==> config.mk <==
export PLATFORM = sky130hd
export DESIGN_NAME = mux_sel_arbiter
export DESIGN_NICKNAME = d
export VERILOG_FILES = /design/src/rtl/mux_sel_arbiter.sv
export SDC_FILE = /design/constraint.sdc
export NUM_CORES = 1
export LEC_CHECK = 0
export BUFFER_PORTS_ARGS = -buffer_cell sky130_fd_sc_hd__buf_2
export CAP_MARGIN = 20
export CORE_MARGIN = 2
export CORE_UTILIZATION = 30
export DETAILED_ROUTE_END_ITERATION = 7
export GPL_ROUTABILITY_DRIVEN = 0
export PLACE_DENSITY = 0.56
export SLEW_MARGIN = 20
export SYNTH_ARGS = -nofsm -noshare
export SYNTH_HDL_FRONTEND = slang
export SYNTH_SLANG_ARGS = --single-unit
==> constraint.sdc <==
create_clock -name clk -period 1.6 [get_ports clk]
set_clock_uncertainty 0.15 [all_clocks]
set_input_delay 0.08 -clock clk [delete_from_list [all_inputs] [get_ports clk]]
set_output_delay 0.08 -clock clk [all_outputs]
set_load 0.01 [all_outputs]
==> src/rtl/mux_sel_arbiter.sv <==
// Round-robin feeder for the 2:1 mux path: ch0 passes through, ch1 is transformed to (d<<2)+1,
// and one registered word per cycle is presented with its source select bit.
module mux_sel_arbiter #(
    parameter int DW = 8,
    parameter int CW = 8
) (
    input  logic          clk,
    input  logic          rst_n,
    input  logic          in0_valid,
    output logic          in0_ready,
    input  logic [DW-1:0] in0_data,
    input  logic          in1_valid,
    output logic          in1_ready,
    input  logic [DW-1:0] in1_data,
    output logic          out_valid,
    input  logic          out_ready,
    output logic          out_sel,
    output logic [DW-1:0] out_data,
    output logic [CW-1:0] xfer_cnt0,
    output logic [CW-1:0] xfer_cnt1
);

    localparam logic [DW-1:0] DATA_ONE = {{(DW-1){1'b0}}, 1'b1};
    localparam logic [CW-1:0] CNT_ONE  = {{(CW-1){1'b0}}, 1'b1};
    localparam logic [CW-1:0] CNT_MAX  = {CW{1'b1}};

    logic          last_grant;
    logic          accept;
    logic          grant0;
    logic          grant1;
    logic          hs0;
    logic          hs1;
    logic [DW-1:0] xform;

    // Contention goes to the channel that was not served last; a lone requester always wins.
    assign accept    = !out_valid || out_ready;
    assign grant0    = in0_valid && (!in1_valid || last_grant);
    assign grant1    = in1_valid && (!in0_valid || !last_grant);
    assign in0_ready = accept && grant0;
    assign in1_ready = accept && grant1;
    assign hs0       = in0_valid && in0_ready;
    assign hs1       = in1_valid && in1_ready;
    assign xform     = (in1_data << 2) + DATA_ONE;

    always_ff @(posedge clk or negedge rst_n) begin
        if (!rst_n) begin
            out_valid  <= 1'b0;
            out_sel    <= 1'b0;
            out_data   <= '0;
            last_grant <= 1'b1;
        end else if (hs0) begin
            out_valid  <= 1'b1;
            out_sel    <= 1'b0;
            out_data   <= in0_data;
            last_grant <= 1'b0;
        end else if (hs1) begin
            out_valid  <= 1'b1;
            out_sel    <= 1'b1;
            out_data   <= xform;
            last_grant <= 1'b1;
        end else if (out_ready) begin
            out_valid  <= 1'b0;
        end
    end

    // Counters stick at their maximum rather than wrapping.
    always_ff @(posedge clk or negedge rst_n) begin
        if (!rst_n) begin
            xfer_cnt0 <= '0;
            xfer_cnt1 <= '0;
        end else begin
            if (hs0 && xfer_cnt0 != CNT_MAX) xfer_cnt0 <= xfer_cnt0 + CNT_ONE;
            if (hs1 && xfer_cnt1 != CNT_MAX) xfer_cnt1 <= xfer_cnt1 + CNT_ONE;
        end
    end

endmodule
==> results of run 1 <==
[registers in the layout, indices dropped and copies added (netlist names)]
name / flops
out_data: 8
xfer_cnt1: 8
out_sel: 1
xfer_cnt0: 8
last_grant: 1
out_valid: 1
[path summary, 6_finish.rpt]
kind	end	from	slack, ns
worst min-delay path	out_valid	out_ready	0.10
min in group asynchronous	xfer_cnt0[2]	rst_n	0.19
worst max-delay path	in1_ready	last_grant	0.009
worst max register to register	xfer_cnt0[5]	xfer_cnt0[0]	0.009
max in group asynchronous	xfer_cnt1[4]	rst_n	0.67
worst min register to register	out_sel	out_sel	0.35
[logic make-up (layout without fill, tap and decap cells)]
| group | Yosys count | in the layout | share of synthesized area |
|---|---|---|---|
| AND/OR/NAND/NOR | 60 | 60 | 0.230 |
| flip-flops | 27 | 27 | 0.538 |
| AO/OA/AOI/OAI | 11 | 11 | 0.0637 |
| XOR/XNOR | 11 | 11 | 0.0766 |
| buffers and inverters | 7 | 95 | 0.0279 |
| multiplexers | 5 | 5 | 0.0438 |
| adder cells (fa/ha/maj) | 2 | 2 | 0.0199 |
[through the flow]
stage / TNS (ns) / power, mW / util
floorplan: -0.0347 / 1.63 / -
global placement: 0 / 2.13 / 0.419
detailed placement: -0.0148 / 2.16 / 0.419
CTS: -0.0232 / 2.62 / 0.481
global route: -0.284 / 2.92 / 0.511
finish: 0 / 2.71 / 0.511
[timing repair]
action,4_1_cts,5_1_grt
endpoints found under the hold margin,35,0
cloned,0,0
hold buffers,17,0
pin swaps,2,9
endpoints found under the setup margin,4,19
buffers inserted,1,8
resized for setup,6,8
[layout make-up]
type,instances,area share
Inverter,5,0.0128
Tap cell,50,0.0304
Clock inverter,1,0.00365
Multi-Input combinational cell,89,0.313
Timing Repair Buffer,86,0.291
Sequential cell,27,0.329
Clock buffer,3,0.0200
[worst reg2reg max path, delay by kind of cell, from the launching register on]
family	cells	cell delay, ns
simple gates	3	0.42
flops	1	0.40
buf+inv	1	0.18
fa+ha+maj	1	0.16
xor+xnor	1	0.15
[synth_stat cells (all sizes together) (3+ instances only)]
cell type | count | area [um^2]
nor3 | 6 | 35.0
nor2 | 16 | 60.1
inv | 5 | 18.8
xor2 | 10 | 87.6
nand3 | 7 | 40.0
dfrtp | 26 | 651
nand2 | 23 | 88.8
nand2b | 3 | 21.3
mux2 | 4 | 45.0
a31oi | 6 | 37.5
nor4 | 3 | 31.3
[routing by layer]
layer	up-vias	share of wire
li1	590	-
met1	590	0.41
met2	31	0.52
met3	6	0.046
met4	0	0.018
met5	-	0
[power by group through the flow]
stage / clock [mW] / sequential (mW) / combinational [mW]
final: 0.391 / 1.08 / 1.24
after global routing: 0.430 / 1.11 / 1.38
after CTS: 0.410 / 1.07 / 1.14
after detailed placement: 0 / 1.08 / 1.08
after global placement: 0 / 1.07 / 1.05
after floorplan: 0 / 1.23 / 0.404
==> key figures, run 1 <==
Synth
  – Number of synthesized flops with an enable pin: 0
  – Post-Syn Area: roughly 0.0013 mm^2
  – Ys flop type: dfrtp_1
  – Yosys cell types: 29
  – Yosys reg bits: 27
  – Syn_nets: 146
  – Synth warn: 0
  – Sequential fraction of the synthesis area: 0.538
  – Post-synth ARST share: 1.00
  – Post-Syn Instances: between 100 and 150
  – Synthesized area per cell: ~10 um^2

Drt
  – Starting DRT DRC Count: 26
  – Routed WL: between 3000 and 4000 um
  – Routed vias/inst: 4.66
  – ANT nets after route: 0
  – DR pass1 iterations: 4
  – WL/cell: between 10 and 15 um
  – Residual DRC count: 0
  – Vias post-DR: around 1200

Setup path
  – Worst setup SP type: register
  – Worst Setup End Kind: primary output
  – CP Max Fanout: 9
  – CP max-delay cell: dfstp_2
  – Top delay family on crit path: flip-flops
  – Largest stage delay on the critical path: ~0.54 ns
  – WP data required: between 1 and 1.5 ns
  – WS Path Type: reg -> out
  – WP buf/inv: 4
  – Number of cells on the critical path: 6
  – R2R depth: 6
  – Critical path cell sequence: buf_4 -> a21boi_2 -> nand2_2 -> buf_8 -> inv_8 -> buf_6
  – Arr. time, crit path: ~1.4 ns

Die
  – Die Footprint: 0.00473 mm^2
  – Die Span Y: 68.7 um
  – Site row count: 23
  – Placeable Area: between 0.004 and 0.005 mm^2
  – Initial Util: 0.312
  – I/O pin total: 49
  – Chip width: just under 70 um

Clock tree
  – Max Root-Sink Buffers: 2
  – H-tree depth: 1
  – Sink Count: 27
  – Skew-Pair Late Insertion Delay: 0.27 ns
  – CTS Buf Count: 3
  – CTS root buf: clkbuf_8
  – TritonCTS clock tree: built
  – Clock slew at reported path FFs: approximately 0.090 ns

Timing
  – RSZ-0062 raised after global routing: true
  – Fmax: roughly 630 MHz
  – Final Hold Slack: around 0.10 ns
  – Final Cycle Share: 0.995
  – Fin. max-slew vios: 0
  – Least-Margin Pin Slew: between 0.6 and 0.7 ns
  – Final WS setup: between 0.008 and 0.009 ns
  – Setup Viol. Count Final: 0
  – Slew margin rel.: 0.591
  – Endpoints failing hold: 0
  – Min Tclk post-route: roughly 1.6 ns

Status
  – Status: complete, no violations

Pwr
  – Cell-internal power: between 1.5 and 2 mW
  – Share of power burned in registers: 0.399
  – Comb pwr share: 0.457
  – Peak VDD IR: 0.614 mV
  – Sw frac: 0.368
  – Pleak: approximately 1 nW
  – Power share of the clock group: 0.144
  – Power Dens Cells: ~1300 mW/mm^2
  – Psw: around 1.0 mW

GRT
  – Largest net degree at the start of global routing: 28
  – GRT overflow: 0
  – Met3 Use GR: 0.0276
  – First-pass GRT wire length: approximately 5200 um
  – Initial antenna violation count: 0
  – Tot GR Track Use: 0.147
  – Global-route track usage on met2: 0.250
  – Vias in the first global route: 1173
  – Gr busiest metal: met2
  – GR Util met1: 0.184

Place
  – Inst Count DP: around 230
  – Placed Area: roughly 0.0017 mm^2
  – PortBufs: 46
  – DPL Wire Length: around 2200 um
  – Pre-CTS setup slack: -0.0148 ns

Final layout
  – Commonest non-fill, non-tap cell in the layout: buf_2
  – Share of cells above drive strength 1: 0.450
  – Register area: just under 700 um^2
  – Ant diodes: 0
  – Commonest cells after routing, fill and taps aside: 45 x buf_2, 25 x dfrtp_1, 22 x nand2_1
  – Syn-to-layout area delta: 63.8%
  – Fillers: between 300 and 400
  – Post-route cell area: 0.00206 mm^2
  – Finished Layout Cells: ~260
  – Area of the multi-input gates: 644 um^2
  – Nets: 235

Worst hold path
  – Worst Hold Depth: 4
  – Worst min-delay path class: in -> reg

Flow run
  – # Max-Cap Violations: 0
(Power assumes the default switching activity.)
==> inputs of run 2 (changes only) <==
- GPL_TIMING_DRIVEN: not set -> 0
- PLACE_DENSITY: 0.56 -> 0.54
- clock period: 1.6 -> 1.8 ns (I/O delays scaled with it)
==> run 2 against run 1 <==
Compared with the run above: clock power down 13%; setup slack improved by 0.094 ns; combinational power fell by 41%; largest cell class unchanged; critical path depth fell by 2; critical path type is now reg -> reg; via count down 9.2%; largest power group is now sequential cells; total power decreased by 23%.
==> key figures, run 2 (synthesized netlist as in run 1, its figures left out) <==
Flow run
  – # Max-Cap Violations: 0

Final layout
  – Share of cells above drive strength 1: 0.337
  – Top Registers: out_data x8, xfer_cnt0 x8, xfer_cnt1 x8
  – Commonest non-fill, non-tap cell in the layout: buf_2
  – Syn-to-layout area delta: 43.9%
  – Finished Layout Cells: around 240
  – Nets: between 200 and 250
  – Commonest cells after routing, fill and taps aside: 47 x buf_2, 26 x dfrtp_1, 22 x nand2_1
  – Ant diodes: 0

Setup path
  – Worst Setup End Kind: register
  – WP data required: between 1.5 and 2 ns
  – Worst setup SP type: register
  – Arr. time, crit path: between 1.5 and 2 ns
  – FF-to-FF Start: xfer_cnt1[0]
  – Source of the critical timing path: xfer_cnt1[0]
  – CP Max Fanout: 6
  – WS Path Type: reg -> reg

GRT
  – GRT overflow: 0
  – Largest net degree at the start of global routing: 28
  – Initial antenna violation count: 0
  – Vias in the first global route: around 1100
  – Tot GR Track Use: 0.139
  – First-pass GRT wire length: 4910 um

Timing
  – Min Tclk post-route: between 1.5 and 2 ns
  – Setup TNS: 0 ns
  – Fmax: a little under 600 MHz
  – Final WS setup: ~0.10 ns
  – Slew margin rel.: 0.605
  – Setup Viol. Count Final: 0
  – Final Cycle Share: 0.943
  – Endpoints failing hold: 0
  – RSZ-0062 raised after global routing: false
  – Fin. max-slew vios: 0
  – Least-Margin Pin Slew: 0.593 ns

Pwr
  – Power Dens Cells: about 1100 mW/mm^2
  – Power, Total: just over 2 mW
  – Pleak: 0.904 nW
  – Peak VDD IR: roughly 0.51 mV

Die
  – Chip width: about 69 um
  – Site row count: 23
  – I/O pin total: 49
  – Initial Util: 0.312
  – Die Span Y: just under 70 um
  – Placeable Area: around 0.004 mm^2
  – Die Footprint: ~0.0047 mm^2

Status
  – Status: complete, no violations

Drt
  – ANT nets after route: 0
  – WL/cell: 12.8 um
  – Routed vias/inst: 4.55
  – Residual DRC count: 0
  – Starting DRT DRC Count: 76
  – Vias post-DR: between 1000 and 1500
  – DR pass1 iterations: 4
  – Routed WL: 3120 um

Clock tree
  – CTS root buf: clkbuf_8
  – Sink Count: 27
  – Clock slew at reported path FFs: about 0.09 ns
  – CTS Buf Count: 3
  – TritonCTS clock tree: built
  – H-tree depth: 1
  – Max Root-Sink Buffers: 2
  – Skew-Pair Late Insertion Delay: between 0.2 and 0.3 ns

Place
  – Inst Count DP: about 220
  – DPL Wire Length: around 2200 um
  – Pre-CTS setup slack: a little under 0.05 ns
  – PortBufs: 46

Worst hold path
  – Hold_sp: in0_valid
  – Worst min-delay path class: in -> reg
## run 2: metrics by stage
stage	cell area, um^2	utilization	hold slack [ns]
after floorplan	1260	-	-0.356
after global placement	1550	0.385	-0.0218
after detailed placement	1550	0.385	-0.0168
after CTS	1780	0.441	0.105
after global routing	1810	0.449	0.135
final	1810	0.449	0.101
## run 2: layer usage
| layer | global-route usage | wire length, um |
|---|---|---|
| met1 | 0.186 | 1390 |
| met3 | 0.0244 | 132 |
| met2 | 0.221 | 1530 |
| met5 | 0 | 0 |
| met4 | 0.0588 | 68 |
## run 2: repair_timing
action                                  in CTS  in global routing
gates resized for setup                      0                  4
setup buffers                                0                  2
hold endpoints to repair                    35                  0
hold buffers                                18                  0
endpoints found under the setup margin       0                  2
## run 2: area by class of cell
cell class	count	area (um^2)
Buffer	2	16.3
Clock buffer	4	45.0
Fill cell	401	2220
Inverter	5	21.3
Multi-Input combinational cell	89	562
Sequential cell	27	677
Tap cell	50	62.6
Timing Repair Buffer	66	425
## run 2: final timing paths
path | to | slack (ns) | depth (start not counted)
max in group asynchronous | out_data[3] | 0.90 | 2
setup / recovery | xfer_cnt1[1] | 0.10 | 4
min in group asynchronous | xfer_cnt1[5] | 0.20 | 2
hold / removal | xfer_cnt0[5] | 0.10 | 4
hold reg to reg | out_data[0] | 0.35 | 1
setup reg to reg | xfer_cnt1[1] | 0.10 | 4
## run 2: power by group
group / switching, mW / internal [mW]
sequential: 0.210 / 0.798
clock: 0.180 / 0.158
combinational: 0.388 / 0.343
total: 0.779 / 1.30
## run 2: critical path, stage by stage, from the launching register on
cell and delay (ns):
dfrtp_1 0.41, ha_1 0.24, nand3_1 0.11, o211ai_2 0.32, mux2_1 0.36
==> inputs of run 3 (changes only) <==
- ABC_AREA: not set -> 1
- PLACE_DENSITY: 0.54 -> 0.52
==> run 3 against run 2 <==
Compared with the run above: clock power decreased by 1%; via count increased by 27%; largest cell class is now multi-input gates; final area increased by 12%; area after synthesis increased by 21%; flip-flop and latch count unchanged; largest power group unchanged; combinational power increased by 21%; critical path depth increased by 1; setup slack improved by 0.13 ns; routed wire length increased by 10%.
==> key figures, run 3 <==
Clock tree
  – Sink Count: 27
  – H-tree depth: 1
  – Skew-Pair Late Insertion Delay: 0.26 ns
  – CTS root buf: clkbuf_8
  – Resize count post-CTS: 0
  – CTS Buf Count: 3
  – Clock slew at reported path FFs: roughly 0.09 ns
  – Hold-fix buffers, CTS: 15
  – Setup Buffers After CTS: 0
  – TritonCTS clock tree: built
  – Max Root-Sink Buffers: 2

Setup path
  – Top delay family on crit path: flip-flops
  – FF-to-FF Start: xfer_cnt0[0]
  – Largest stage delay on the critical path: approximately 0.55 ns
  – FF-to-FF End: xfer_cnt0[3]
  – WP data required: around 1.6 ns
  – CP Max Fanout: 7
  – Worst setup SP type: register
  – Critical path cell sequence: nand2_2 -> nand2_4 -> nand2_4 -> inv_1 -> buf_2
  – CP max-delay cell: dfstp_2
  – WP buf/inv: 2
  – Worst Setup End Kind: primary output
  – Most used cell, CP: nand2_4
  – R2R depth: 7
  – Reg-to-reg slack, setup: 0.28 ns
  – WS Path Type: reg -> out
  – Arr. time, crit path: around 1.3 ns

Timing
  – Least-Margin Pin Slew: roughly 0.62 ns
  – Min Tclk post-route: 1.57 ns
  – Final Cycle Share: 0.873
  – Fin. max-slew vios: 0
  – Setup Viol. Count Final: 0
  – Endpoints failing hold: 0
  – RSZ-0062 raised after global routing: false
  – Setup TNS: 0 ns
  – Final Hold Slack: about 0.034 ns
  – Fmax: between 600 and 700 MHz
  – Slew margin rel.: 0.588

Die
  – I/O pin total: just under 50
  – Die Span Y: 75.2 um
  – Chip width: 75.2 um
  – Die Footprint: between 0.005 and 0.006 mm^2
  – Initial Util: 0.316
  – Placeable Area: approximately 0.0048 mm^2
  – Site row count: 25

GRT
  – First-pass GRT wire length: 5600 um
  – Tot GR Track Use: 0.127
  – Largest net degree at the start of global routing: 28
  – GRT overflow: 0
  – Vias in the first global route: about 1300
  – Initial antenna violation count: 0

Place
  – PortBufs: 46
  – DPL Wire Length: between 2000 and 2500 um
  – Placed Area: around 0.0018 mm^2
  – Inst Count DP: 317

Worst hold path
  – Worst Hold Depth: 4
  – Hold_sp: out_ready
  – Worst min-delay path class: in -> reg
  – Hold worst-path end: out_valid

Synth
  – Yosys reg bits: 27
  – Yosys top cell area share: 0.428
  – Sequential fraction of the synthesis area: 0.445
  – Ys flop type: dfrtp_1
  – Top cells by count, synth: 94 x nand2_1, 26 x dfrtp_1, 24 x inv_1, 13 x nand3_1, 12 x nor2_1
  – Post-synth ARST share: 1.00
  – Number of synthesized flops with an enable pin: 0
  – Synth warn: 0
  – Synthesized area per cell: 7.46 um^2
  – Top-count cell post-synth: nand2_1
  – Yosys cell types: 20
  – Syn_nets: 227
  – Synth area leaders: dfrtp_1 43%, nand2_1 23%, inv_1 5.9%, nand3_1 4.3%, nand2_4 3.7%
  – Post-Syn Instances: between 200 and 250
  – Post-Syn Area: ~0.0015 mm^2
  – Area leader, netlist: dfrtp_1

Final layout
  – Finished Layout Cells: between 300 and 400
  – Area of the multi-input gates: roughly 740 um^2
  – Post-route cell area: roughly 0.0020 mm^2
  – Final core utilization: 0.422
  – Share of cells above drive strength 1: 0.242
  – Nets: ~290
  – Commonest cells after routing, fill and taps aside: 94 x nand2_1, 46 x buf_2, 26 x dfrtp_1
  – Fillers: ~530
  – Syn-to-layout area delta: 33.6%
  – Ant diodes: 0
  – Register area: 677 um^2
  – Top Registers: out_data x8, xfer_cnt0 x8, xfer_cnt1 x8
  – Commonest non-fill, non-tap cell in the layout: nand2_1

Drt
  – ANT nets after route: 0
  – Routed vias/inst: roughly 4.2
  – Routed WL: 3430 um
  – Residual DRC count: 0
  – Vias post-DR: between 1000 and 1500
  – WL/cell: between 10 and 15 um
  – DR pass1 iterations: 4
  – Starting DRT DRC Count: 36

Pwr
  – Power Dens Cells: approximately 1100 mW/mm^2
  – Peak VDD IR: roughly 0.44 mV
  – Pleak: around 1.1 nW

Flow run
  – # Max-Cap Violations: 0

Status
  – Status: complete, no violations
run 3: cell count changes in the layout (fill, tap and decap cells not counted), sizes merged, moves of 4 or more:
| cell | delta |
|---|---|
| mux2 | -4 |
| nor3 | -6 |
| o21ai | +4 |
| a31oi | -6 |
| nand3b | +6 |
| nand2 | +79 |
| xor2 | -8 |
| nand3 | +7 |
| inv | +20 |
run 3: cell families (layout without fill, tap and decap cells):
group | Yosys count | after routing | synth area share
AND/OR/NAND/NOR | 138 | 138 | 0.419
buffers and inverters | 26 | 91 | 0.0691
flip-flops | 27 | 27 | 0.445
AO/OA/AOI/OAI | 5 | 5 | 0.0164
XOR/XNOR | 6 | 6 | 0.0345
adder cells (fa/ha/maj) | 2 | 2 | 0.0164
run 3: worst max-delay path by stage:
stage,to,slack [ns],cells after the start,startpoint
finish,in0_ready,0.23,5,last_grant
global route,in0_ready,0.12,5,last_grant
CTS,in0_ready,0.20,5,last_grant
detailed placement,xfer_cnt1[5],0.29,8,xfer_cnt1[0]
global placement,xfer_cnt0[2],0.28,7,xfer_cnt0[0]
floorplan,xfer_cnt0[5],0.38,6,xfer_cnt0[0]
run 3: through the flow:
| stage | worst slack, ns | total power, mW |
|---|---|---|
| 2_1_floorplan | 0.377 | 1.54 |
| 3_3_place_gp | 0.284 | 1.87 |
| 3_5_place_dp | 0.287 | 1.88 |
| 4_1_cts | 0.196 | 2.26 |
| 5_1_grt | 0.117 | 2.42 |
| 6_report | 0.229 | 2.21 |
run 3: layout make-up:
| class | instances | area share |
|---|---|---|
| buffer | 1 | 0.00554 |
| clock buffer | 3 | 0.0203 |
| clock inverter | 1 | 0.00246 |
| inverter | 25 | 0.0462 |
| multi-input combinational | 151 | 0.364 |
| sequential | 27 | 0.333 |
| tap | 67 | 0.0413 |
| timing repair buffer | 61 | 0.187 |
run 3: metal layers:
layer	wire (um)	track usage	share of wire
met1	1680	0.170	0.49
met2	1620	0.213	0.47
met3	110	0.0308	0.032
met4	18	0.0175	0.0052
met5	0	0	0
run 3: worst min-delay path, cell delays in order:
cell,delay (ns)
buf_2,0.07
inv_1,0.05
nand2_4,0.13
nand2_1,0.07
run 3: where the power goes:
group | switching [mW] | leakage (nW) | internal (mW)
Combinational | 0.504 | 0.761 | 0.379
Sequential | 0.192 | 0.342 | 0.805
Clock | 0.180 | 0.0255 | 0.155
